**src/rtl/axi_lite_a32_d32_pkg.sv**
```systemverilog
// -----------------------------------------------------------------------------
// axi_lite_a32_d32_pkg
// Shared definitions for the AXI-Lite (32-bit address, 32-bit data) logic-link
// adapter. It holds:
//   - the packed widths of each link channel;
//   - the AXI response encodings;
//   - a helper that packs a W beat into its link word.
// -----------------------------------------------------------------------------
package axi_lite_a32_d32_pkg;

    localparam int AR_LITE_W = 32;  // {araddr}
    localparam int AW_LITE_W = 32;  // {awaddr}
    localparam int W_LITE_W  = 36;  // {wstrb, wdata}
    localparam int R_LITE_W  = 34;  // {rresp, rdata}
    localparam int B_LITE_W  = 2;   // {bresp}

    typedef enum logic [1:0] {
        RESP_OKAY   = 2'b00,
        RESP_EXOKAY = 2'b01,
        RESP_SLVERR = 2'b10,
        RESP_DECERR = 2'b11
    } axi_resp_e;

    // Pack a write beat as {strobes, data}, strobes in the top nibble.
    function automatic logic [W_LITE_W-1:0] pack_w(input logic [3:0]  strb,
                                                   input logic [31:0] data);
        return {strb, data};
    endfunction

endpackage

```
**src/rtl/axi_lite_skid2.sv**
```systemverilog
// -----------------------------------------------------------------------------
// axi_lite_skid2
// Two-entry valid/ready skid buffer for one channel.
//   clk       : clock
//   rst       : synchronous active-high reset, empties the buffer
//   in_valid  : upstream beat valid
//   in_ready  : registered "not full"; 0 during reset
//   in_data   : upstream beat payload
//   out_valid : "not empty"
//   out_ready : downstream accept
//   out_data  : head entry
// A beat accepted at edge N is visible on the output after that edge.
// -----------------------------------------------------------------------------
module axi_lite_skid2 #(
    parameter int WIDTH = 32
) (
    input  logic             clk,
    input  logic             rst,
    input  logic             in_valid,
    output logic             in_ready,
    input  logic [WIDTH-1:0] in_data,
    output logic             out_valid,
    input  logic             out_ready,
    output logic [WIDTH-1:0] out_data
);

    logic [1:0]       count_r;
    logic [1:0]       count_next_s;
    logic             ready_r;
    logic [WIDTH-1:0] head_r;
    logic [WIDTH-1:0] tail_r;
    logic             push_s;
    logic             pop_s;

    assign push_s    = in_valid & ready_r;
    assign pop_s     = (count_r != 2'd0) & out_ready;
    assign in_ready  = ready_r;
    assign out_valid = (count_r != 2'd0);
    assign out_data  = head_r;

    // Occupancy after this cycle's push/pop.
    always_comb begin
        count_next_s = count_r;
        case ({push_s, pop_s})
            2'b10:   count_next_s = count_r + 2'd1;
            2'b01:   count_next_s = count_r - 2'd1;
            default: count_next_s = count_r;
        endcase
    end

    // Occupancy, ready and storage. The head always holds the oldest beat;
    // the tail is only meaningful when both entries are in use.
    always_ff @(posedge clk) begin
        if (rst) begin
            count_r <= 2'd0;
            ready_r <= 1'b0;
            head_r  <= {WIDTH{1'b0}};
            tail_r  <= {WIDTH{1'b0}};
        end else begin
            count_r <= count_next_s;
            ready_r <= (count_next_s != 2'd2);
            if (push_s && pop_s) begin
                if (count_r == 2'd2) begin
                    head_r <= tail_r;
                    tail_r <= in_data;
                end else begin
                    head_r <= in_data;
                end
            end else if (push_s) begin
                if (count_r == 2'd0) begin
                    head_r <= in_data;
                end else begin
                    tail_r <= in_data;
                end
            end else if (pop_s && (count_r == 2'd2)) begin
                head_r <= tail_r;
            end
        end
    end

endmodule

```
**src/rtl/axi_lite_a32_d32_master_buf.sv**
```systemverilog
// -----------------------------------------------------------------------------
// axi_lite_a32_d32_master_buf
// Master-side AXI-Lite (A32/D32) logic-link adapter.
// - AR/AW/W from the user master are buffered and handed to the TX link FIFOs.
// - R/B from the RX link FIFOs are buffered and returned to the master.
// - Reads and writes awaiting a response are each limited to MAX_OUTSTANDING.
//
// Ports:
//   clk_wr, rst_wr          clock, synchronous active-high reset
//   user_ar*/aw*/w*         request channels from the master
//   user_r*/b*              response channels to the master
//   user_*_lite_vld/ready   link-side handshakes
//   txfifo_*/rxfifo_*       packed link words
//   m_gen2_mode             unused here
//   rd_/wr_outstanding      registered outstanding counts
//   orphan_err              sticky orphan-response flag
//
// Build option AXI_LITE_M_ORPHAN_CHECK_EN:
//   defined   - a response arriving with nothing owed is accepted, dropped,
//               and sets orphan_err;
//   undefined - such a response passes through, the counter holds at 0,
//               and orphan_err stays 0.
// -----------------------------------------------------------------------------
module axi_lite_a32_d32_master_buf
    import axi_lite_a32_d32_pkg::*;
#(
    parameter int MAX_OUTSTANDING = 4,
    parameter int CNT_W           = $clog2(MAX_OUTSTANDING + 1)
) (
    input  logic                 clk_wr,
    input  logic                 rst_wr,
    input  logic [31:0]          user_araddr,
    input  logic                 user_arvalid,
    output logic                 user_arready,
    input  logic [31:0]          user_awaddr,
    input  logic                 user_awvalid,
    output logic                 user_awready,
    input  logic [31:0]          user_wdata,
    input  logic [3:0]           user_wstrb,
    input  logic                 user_wvalid,
    output logic                 user_wready,
    output logic [31:0]          user_rdata,
    output logic [1:0]           user_rresp,
    output logic                 user_rvalid,
    input  logic                 user_rready,
    output logic [1:0]           user_bresp,
    output logic                 user_bvalid,
    input  logic                 user_bready,
    output logic                 user_ar_lite_vld,
    output logic [AR_LITE_W-1:0] txfifo_ar_lite_data,
    input  logic                 user_ar_lite_ready,
    output logic                 user_aw_lite_vld,
    output logic [AW_LITE_W-1:0] txfifo_aw_lite_data,
    input  logic                 user_aw_lite_ready,
    output logic                 user_w_lite_vld,
    output logic [W_LITE_W-1:0]  txfifo_w_lite_data,
    input  logic                 user_w_lite_ready,
    input  logic                 user_r_lite_vld,
    input  logic [R_LITE_W-1:0]  rxfifo_r_lite_data,
    output logic                 user_r_lite_ready,
    input  logic                 user_b_lite_vld,
    input  logic [B_LITE_W-1:0]  rxfifo_b_lite_data,
    output logic                 user_b_lite_ready,
    input  logic                 m_gen2_mode,
    output logic [CNT_W-1:0]     rd_outstanding,
    output logic [CNT_W-1:0]     wr_outstanding,
    output logic                 orphan_err
);

    localparam logic [CNT_W-1:0] MAX_CNT  = CNT_W'(MAX_OUTSTANDING);
    localparam logic [CNT_W-1:0] CNT_ZERO = {CNT_W{1'b0}};
    localparam logic [CNT_W-1:0] CNT_ONE  = CNT_W'(1);

    logic [CNT_W-1:0]    rd_cnt_r;
    logic [CNT_W-1:0]    wr_cnt_r;
    logic [CNT_W-1:0]    rd_cnt_next_s;
    logic [CNT_W-1:0]    wr_cnt_next_s;
    logic                ar_credit_s;
    logic                aw_credit_s;
    logic                ar_in_ready_s;
    logic                aw_in_ready_s;
    logic                r_in_valid_s;
    logic                b_in_valid_s;
    logic                r_in_ready_s;
    logic                b_in_ready_s;
    logic                r_owed_s;
    logic                b_owed_s;
    logic                r_drop_s;
    logic                b_drop_s;
    logic                rd_inc_s;
    logic                rd_dec_s;
    logic                wr_inc_s;
    logic                wr_dec_s;
    logic [R_LITE_W-1:0] r_out_data_s;
    logic                unused_s;

    assign unused_s = m_gen2_mode;

    // Credit gating uses the registered counts only.
    assign ar_credit_s  = (rd_cnt_r < MAX_CNT);
    assign aw_credit_s  = (wr_cnt_r < MAX_CNT);
    assign user_arready = ar_in_ready_s & ar_credit_s;
    assign user_awready = aw_in_ready_s & aw_credit_s;

    assign r_owed_s = (rd_cnt_r != CNT_ZERO);
    assign b_owed_s = (wr_cnt_r != CNT_ZERO);

`ifdef AXI_LITE_M_ORPHAN_CHECK_EN
    logic run_r;
    logic orphan_err_r;

    // Keeps the forced orphan-accept from driving ready high during reset.
    always_ff @(posedge clk_wr) begin
        if (rst_wr) begin
            run_r <= 1'b0;
        end else begin
            run_r <= 1'b1;
        end
    end

    assign r_drop_s = user_r_lite_vld & ~r_owed_s & run_r;
    assign b_drop_s = user_b_lite_vld & ~b_owed_s & run_r;

    // Sticky orphan flag, cleared only by reset.
    always_ff @(posedge clk_wr) begin
        if (rst_wr) begin
            orphan_err_r <= 1'b0;
        end else begin
            orphan_err_r <= orphan_err_r | r_drop_s | b_drop_s;
        end
    end

    assign orphan_err = orphan_err_r;
`else
    assign r_drop_s   = 1'b0;
    assign b_drop_s   = 1'b0;
    assign orphan_err = 1'b0;
`endif

    // A dropped orphan beat is acknowledged without entering the buffer.
    assign r_in_valid_s      = user_r_lite_vld & ~r_drop_s;
    assign b_in_valid_s      = user_b_lite_vld & ~b_drop_s;
    assign user_r_lite_ready = r_in_ready_s | r_drop_s;
    assign user_b_lite_ready = b_in_ready_s | b_drop_s;

    assign rd_inc_s = user_arvalid & user_arready;
    assign wr_inc_s = user_awvalid & user_awready;
    // Decrement only when something is owed, so the count never wraps below 0.
    assign rd_dec_s = r_in_valid_s & r_in_ready_s & r_owed_s;
    assign wr_dec_s = b_in_valid_s & b_in_ready_s & b_owed_s;

    // Next outstanding counts; simultaneous inc and dec cancel.
    always_comb begin
        rd_cnt_next_s = rd_cnt_r;
        wr_cnt_next_s = wr_cnt_r;
        case ({rd_inc_s, rd_dec_s})
            2'b10:   rd_cnt_next_s = rd_cnt_r + CNT_ONE;
            2'b01:   rd_cnt_next_s = rd_cnt_r - CNT_ONE;
            default: rd_cnt_next_s = rd_cnt_r;
        endcase
        case ({wr_inc_s, wr_dec_s})
            2'b10:   wr_cnt_next_s = wr_cnt_r + CNT_ONE;
            2'b01:   wr_cnt_next_s = wr_cnt_r - CNT_ONE;
            default: wr_cnt_next_s = wr_cnt_r;
        endcase
    end

    // Outstanding counters.
    always_ff @(posedge clk_wr) begin
        if (rst_wr) begin
            rd_cnt_r <= CNT_ZERO;
            wr_cnt_r <= CNT_ZERO;
        end else begin
            rd_cnt_r <= rd_cnt_next_s;
            wr_cnt_r <= wr_cnt_next_s;
        end
    end

    assign rd_outstanding = rd_cnt_r;
    assign wr_outstanding = wr_cnt_r;

    axi_lite_skid2 #(.WIDTH(AR_LITE_W)) u_ar_buf (
        .clk       (clk_wr),
        .rst       (rst_wr),
        .in_valid  (user_arvalid & ar_credit_s),
        .in_ready  (ar_in_ready_s),
        .in_data   (user_araddr),
        .out_valid (user_ar_lite_vld),
        .out_ready (user_ar_lite_ready),
        .out_data  (txfifo_ar_lite_data)
    );

    axi_lite_skid2 #(.WIDTH(AW_LITE_W)) u_aw_buf (
        .clk       (clk_wr),
        .rst       (rst_wr),
        .in_valid  (user_awvalid & aw_credit_s),
        .in_ready  (aw_in_ready_s),
        .in_data   (user_awaddr),
        .out_valid (user_aw_lite_vld),
        .out_ready (user_aw_lite_ready),
        .out_data  (txfifo_aw_lite_data)
    );

    axi_lite_skid2 #(.WIDTH(W_LITE_W)) u_w_buf (
        .clk       (clk_wr),
        .rst       (rst_wr),
        .in_valid  (user_wvalid),
        .in_ready  (user_wready),
        .in_data   (pack_w(user_wstrb, user_wdata)),
        .out_valid (user_w_lite_vld),
        .out_ready (user_w_lite_ready),
        .out_data  (txfifo_w_lite_data)
    );

    axi_lite_skid2 #(.WIDTH(R_LITE_W)) u_r_buf (
        .clk       (clk_wr),
        .rst       (rst_wr),
        .in_valid  (r_in_valid_s),
        .in_ready  (r_in_ready_s),
        .in_data   (rxfifo_r_lite_data),
        .out_valid (user_rvalid),
        .out_ready (user_rready),
        .out_data  (r_out_data_s)
    );

    assign user_rresp = r_out_data_s[33:32];
    assign user_rdata = r_out_data_s[31:0];

    axi_lite_skid2 #(.WIDTH(B_LITE_W)) u_b_buf (
        .clk       (clk_wr),
        .rst       (rst_wr),
        .in_valid  (b_in_valid_s),
        .in_ready  (b_in_ready_s),
        .in_data   (rxfifo_b_lite_data),
        .out_valid (user_bvalid),
        .out_ready (user_bready),
        .out_data  (user_bresp)
    );

endmodule

```
**config.mk**
```make
export PLATFORM = sky130hd
export DESIGN_NAME = axi_lite_a32_d32_master_buf
export DESIGN_NICKNAME = d
export VERILOG_FILES = /design/src/rtl/axi_lite_a32_d32_pkg.sv /design/src/rtl/axi_lite_skid2.sv /design/src/rtl/axi_lite_a32_d32_master_buf.sv
export SDC_FILE = /design/constraint.sdc
export NUM_CORES = 1
export LEC_CHECK = 0
export BUFFER_PORTS_ARGS = -buffer_cell sky130_fd_sc_hd__buf_2
export CORE_ASPECT_RATIO = 0.9
export CORE_UTILIZATION = 58
export CTS_CLUSTER_SIZE = 10
export DETAILED_ROUTE_END_ITERATION = 8
export PLACE_DENSITY = 0.85
export SLEW_MARGIN = 20
export SYNTH_ARGS = -nofsm -noshare
export SYNTH_HDL_FRONTEND = slang
export SYNTH_HIERARCHICAL = 1
export SYNTH_SLANG_ARGS = --single-unit
```
**constraint.sdc**
```tcl
create_clock -name clk_wr -period 6.45 [get_ports clk_wr]
set_clock_uncertainty 0.05 [all_clocks]
set_input_delay 0.3225 -clock clk_wr [delete_from_list [all_inputs] [get_ports clk_wr]]
set_output_delay 0.3225 -clock clk_wr [all_outputs]
set_load 0.005 [all_outputs]
```
==> flow_metrics.tcl <==
set metrics [dict create \
    ctsResizeCount 0 \
    ant_nets 0 \
    cp_cell_sequence "nor2_2 > and2b_1 > ha_1 > o21a_4 > or2_1 > buf_4 > a311oi_2" \
    antenna_found_initial 9 \
    rsz0062_at_grt "false" \
    synthesis.nets 1712 \
    cts_buffer_depth 3 \
    synth-seq-cells 293 \
    worst-path-buf-inv 1 \
    period_share_pct 50.8 \
    grt_use_total_pct 27.7 \
    ctsHoldBuffers 0 \
    worst_pin_slew_ns 1.09 \
    peakVddDrop_v 0.000254 \
    first_pass_iters 5 \
    finalSetupTns_ns 0 \
    ys_types 47 \
    syn_area_um2 13200 \
    numCtsBuffers 35 \
    nets 1930 \
    slew_headroom_pct 27.1 \
    post-cts-setup-buffers 0 \
    finalSetupViolCount 0 \
    max_freq_mhz 305 \
    grt_max_degree 167 \
    crit_family "simple AND/OR/NAND/NOR gates" \
    dieHeight_um 145 \
    routedWlPerCell_um 16.2 \
    fill_cells 1673 \
    worstPathArrival_ns 3.55 \
    fp-row-count 51 \
    critPathLaunchType "register" \
    finalHoldViolCount 0 \
    yosysWarnings 6 \
    worst_path_largest_cell_delay_ns 0.71 \
    drc_errors 0 \
    port_buffers 299 \
    first_iter_violations 1175 \
    critPathSlowestCell "or2_1" \
    via_per_inst 5.72 \
    final_util_pct 70.5 \
    period_needed_ns 3.28 \
    dieArea_um2 23400 \
    async_flop_share_pct 0 \
    regArea_um2 5870 \
    min_path_type "in -> reg" \
    first_global_vias 11300 \
    p_leak_nw 5.74 \
    cts_tree "built" \
    h-tree-depth 2 \
    place_congestion 0.847 \
    initial_core_util_pct 60.1 \
    critPathCaptureType "register" \
    syn_avg_cell_area_um2 8.52 \
    grt_pass1_wl_um 54100 \
    multi_input_area_um2 6560 \
    path_clk_slew_ns 0.05 \
    seq_area_frac_synth_pct 44.5 \
    worst-setup-path-type "reg -> reg" \
    dp_hpwl_um 20500 \
    cp.required_ns 6.72 \
    final_max_slew_viol_count 0 \
    vias 11800 \
    power_density_nw_per_um2 416 \
    syn_to_final_growth_pct 17.4 \
    drv_cap 0 \
    clkLatencyLatePin_ns 0.49 \
    clkSinkCount 293 \
    root_buffer "clkbuf_16" \
    ys.flop_type "dfxtp_1" \
    io-pin-count 302 \
    syn_inst 1549 \
    worstPathMaxFanout 33 \
    grt.overflow.total 0 \
    run_status "finished, final reports clean" \
    die_w_um 161 \
    synth_edf_count 0 \
    drive_gt1_share_pct 28.5 \
    fp.coreArea_um2 22000 \
    wirelength_um 33600 \
]
-- final timing paths --
kind                                                        from                                  to  depth (start not counted)  slack, ns
worst max-delay path              u_ar_buf/count_r[0]$_SDFF_PP0_  u_ar_buf/out_data[21]$_SDFFE_PP0P_                          7       3.17
worst min-delay path                              user_wdata[30]     u_w_buf/tail_r[30]$_SDFFE_PP0P_                          3       0.03
worst max register to register    u_ar_buf/count_r[0]$_SDFF_PP0_  u_ar_buf/out_data[21]$_SDFFE_PP0P_                          7       3.17
worst min register to register  u_ar_buf/tail_r[11]$_SDFFE_PP0P_    u_ar_buf/tail_r[11]$_SDFFE_PP0P_                          2       0.40
-- worst reg2reg max path, stage by stage (launching register included) --
cell	delay, ns
dfxtp_1	0.59
nor2_2	0.15
and2b_1	0.25
ha_1	0.33
o21a_4	0.44
or2_1	0.71
buf_4	0.43
a311oi_2	0.16
-- kinds of logic (layout without fill, tap and decap cells) --
group,after synthesis,in the layout,synth area share [%]
buffers and inverters,155,380,6.28
multiplexers,4,4,0.303
XOR/XNOR,21,21,1.39
other,1,7,0.0284
AND/OR/NAND/NOR,750,750,23.7
flip-flops,293,293,44.5
AO/OA/AOI/OAI,311,311,22.4
adder cells (fa/ha/maj),14,14,1.44
-- cell usage after synthesis (all sizes together), types with 3 or more instances --
cell	n	share of area, %
a211o	5	0.34
xnor2	7	0.46
inv	17	0.48
nor2	23	0.75
clkbuf	70	2.0
or2	5	0.24
and2	5	0.24
ha	12	1.1
xor2	14	0.93
a211oi	9	0.66
a21oi	143	5.5
a311oi	136	15
nand3	3	0.11
mux2i	4	0.30
nand2	551	16
nor3	143	5.7
nand3b	3	0.17
nor2b	10	0.47
o21a	5	0.40
buf	68	3.8
o21ai	8	0.39
dfxtp	293	44
-- through the flow --
step	cells	cell area (µm²)	setup slack [ns]	hold slack, ns	power (mW)
after floorplan	1549	13200	4.28	0.342	4.14
after global placement	2021	14500	3.24	0.391	4.65
after detailed placement	2021	14500	3.18	0.397	4.74
after CTS	2065	15500	3.15	0.00974	6.46
after global routing	2070	15500	2.96	0.0157	6.81
final	2071	15500	3.17	0.0258	6.44
-- state kept, by name, summed over array words and instances (netlist names) --
name and flops:
rd_outstanding 3, u_ar_buf/count_r 2, u_ar_buf/in_ready 1, u_ar_buf/out_data 32, u_ar_buf/tail_r 32, u_aw_buf/count_r 2
u_aw_buf/in_ready 1, u_aw_buf/out_data 32, u_aw_buf/tail_r 32, u_b_buf/count_r 2, u_b_buf/in_ready 1, u_b_buf/out_data 2
u_b_buf/tail_r 2, u_r_buf/count_r 2, u_r_buf/in_ready 1, u_r_buf/out_data 34, u_r_buf/tail_r 34, u_w_buf/count_r 2
u_w_buf/in_ready 1, u_w_buf/out_data 36, u_w_buf/tail_r 36, wr_outstanding 3
-- final cells by class --
type                    instances  area share (%)
diodes                          6          0.0970
clock buffers                  44            6.15
inverters                      17           0.412
multi-input cells            1101            42.3
flip-flops and latches        293            37.9
well taps                     291            2.35
repair buffers                319            10.8
-- layout by cell type, fill, tap and decap left out, types with 4 or more instances in the layout --
cell type  instances
nor2b_1            7
nor3_4             4
mux2i_1            4
xnor2_1            7
a311oi_1          16
diode_2            6
o21ai_0            5
and2_1             5
ha_1              12
a311oi_2         120
xor2_1            14
inv_1             17
nor2_1            18
nor2_2             5
nor3_1           139
a21oi_1          142
a211oi_4           4
dfxtp_1          293
buf_2            298
nand2_1          551
clkbuf_16         37
clkbuf_1           7
a211oi_1           5
buf_4             19
-- routing by layer --
metal  GRT usage [%]  share of wire, %  up-vias
met5               0              0.12        -
met4            11.4               3.7        6
met3            6.86               7.6       97
met2            46.3                49      427
met1            34.0                40     5547
li1                -                 -     5761
-- report_power, final --
| part | total, mW | switching, mW | leakage [nW] | internal (mW) |
|---|---|---|---|---|
| Combinational | 2.23 | 1.31 | 2.88 | 0.914 |
| Sequential | 2.50 | 0.273 | 2.39 | 2.23 |
| Clock | 1.71 | 0.692 | 0.464 | 1.02 |
| Total | 6.44 | 2.28 | 5.74 | 4.16 |
Power figures use the tool's default switching activity.
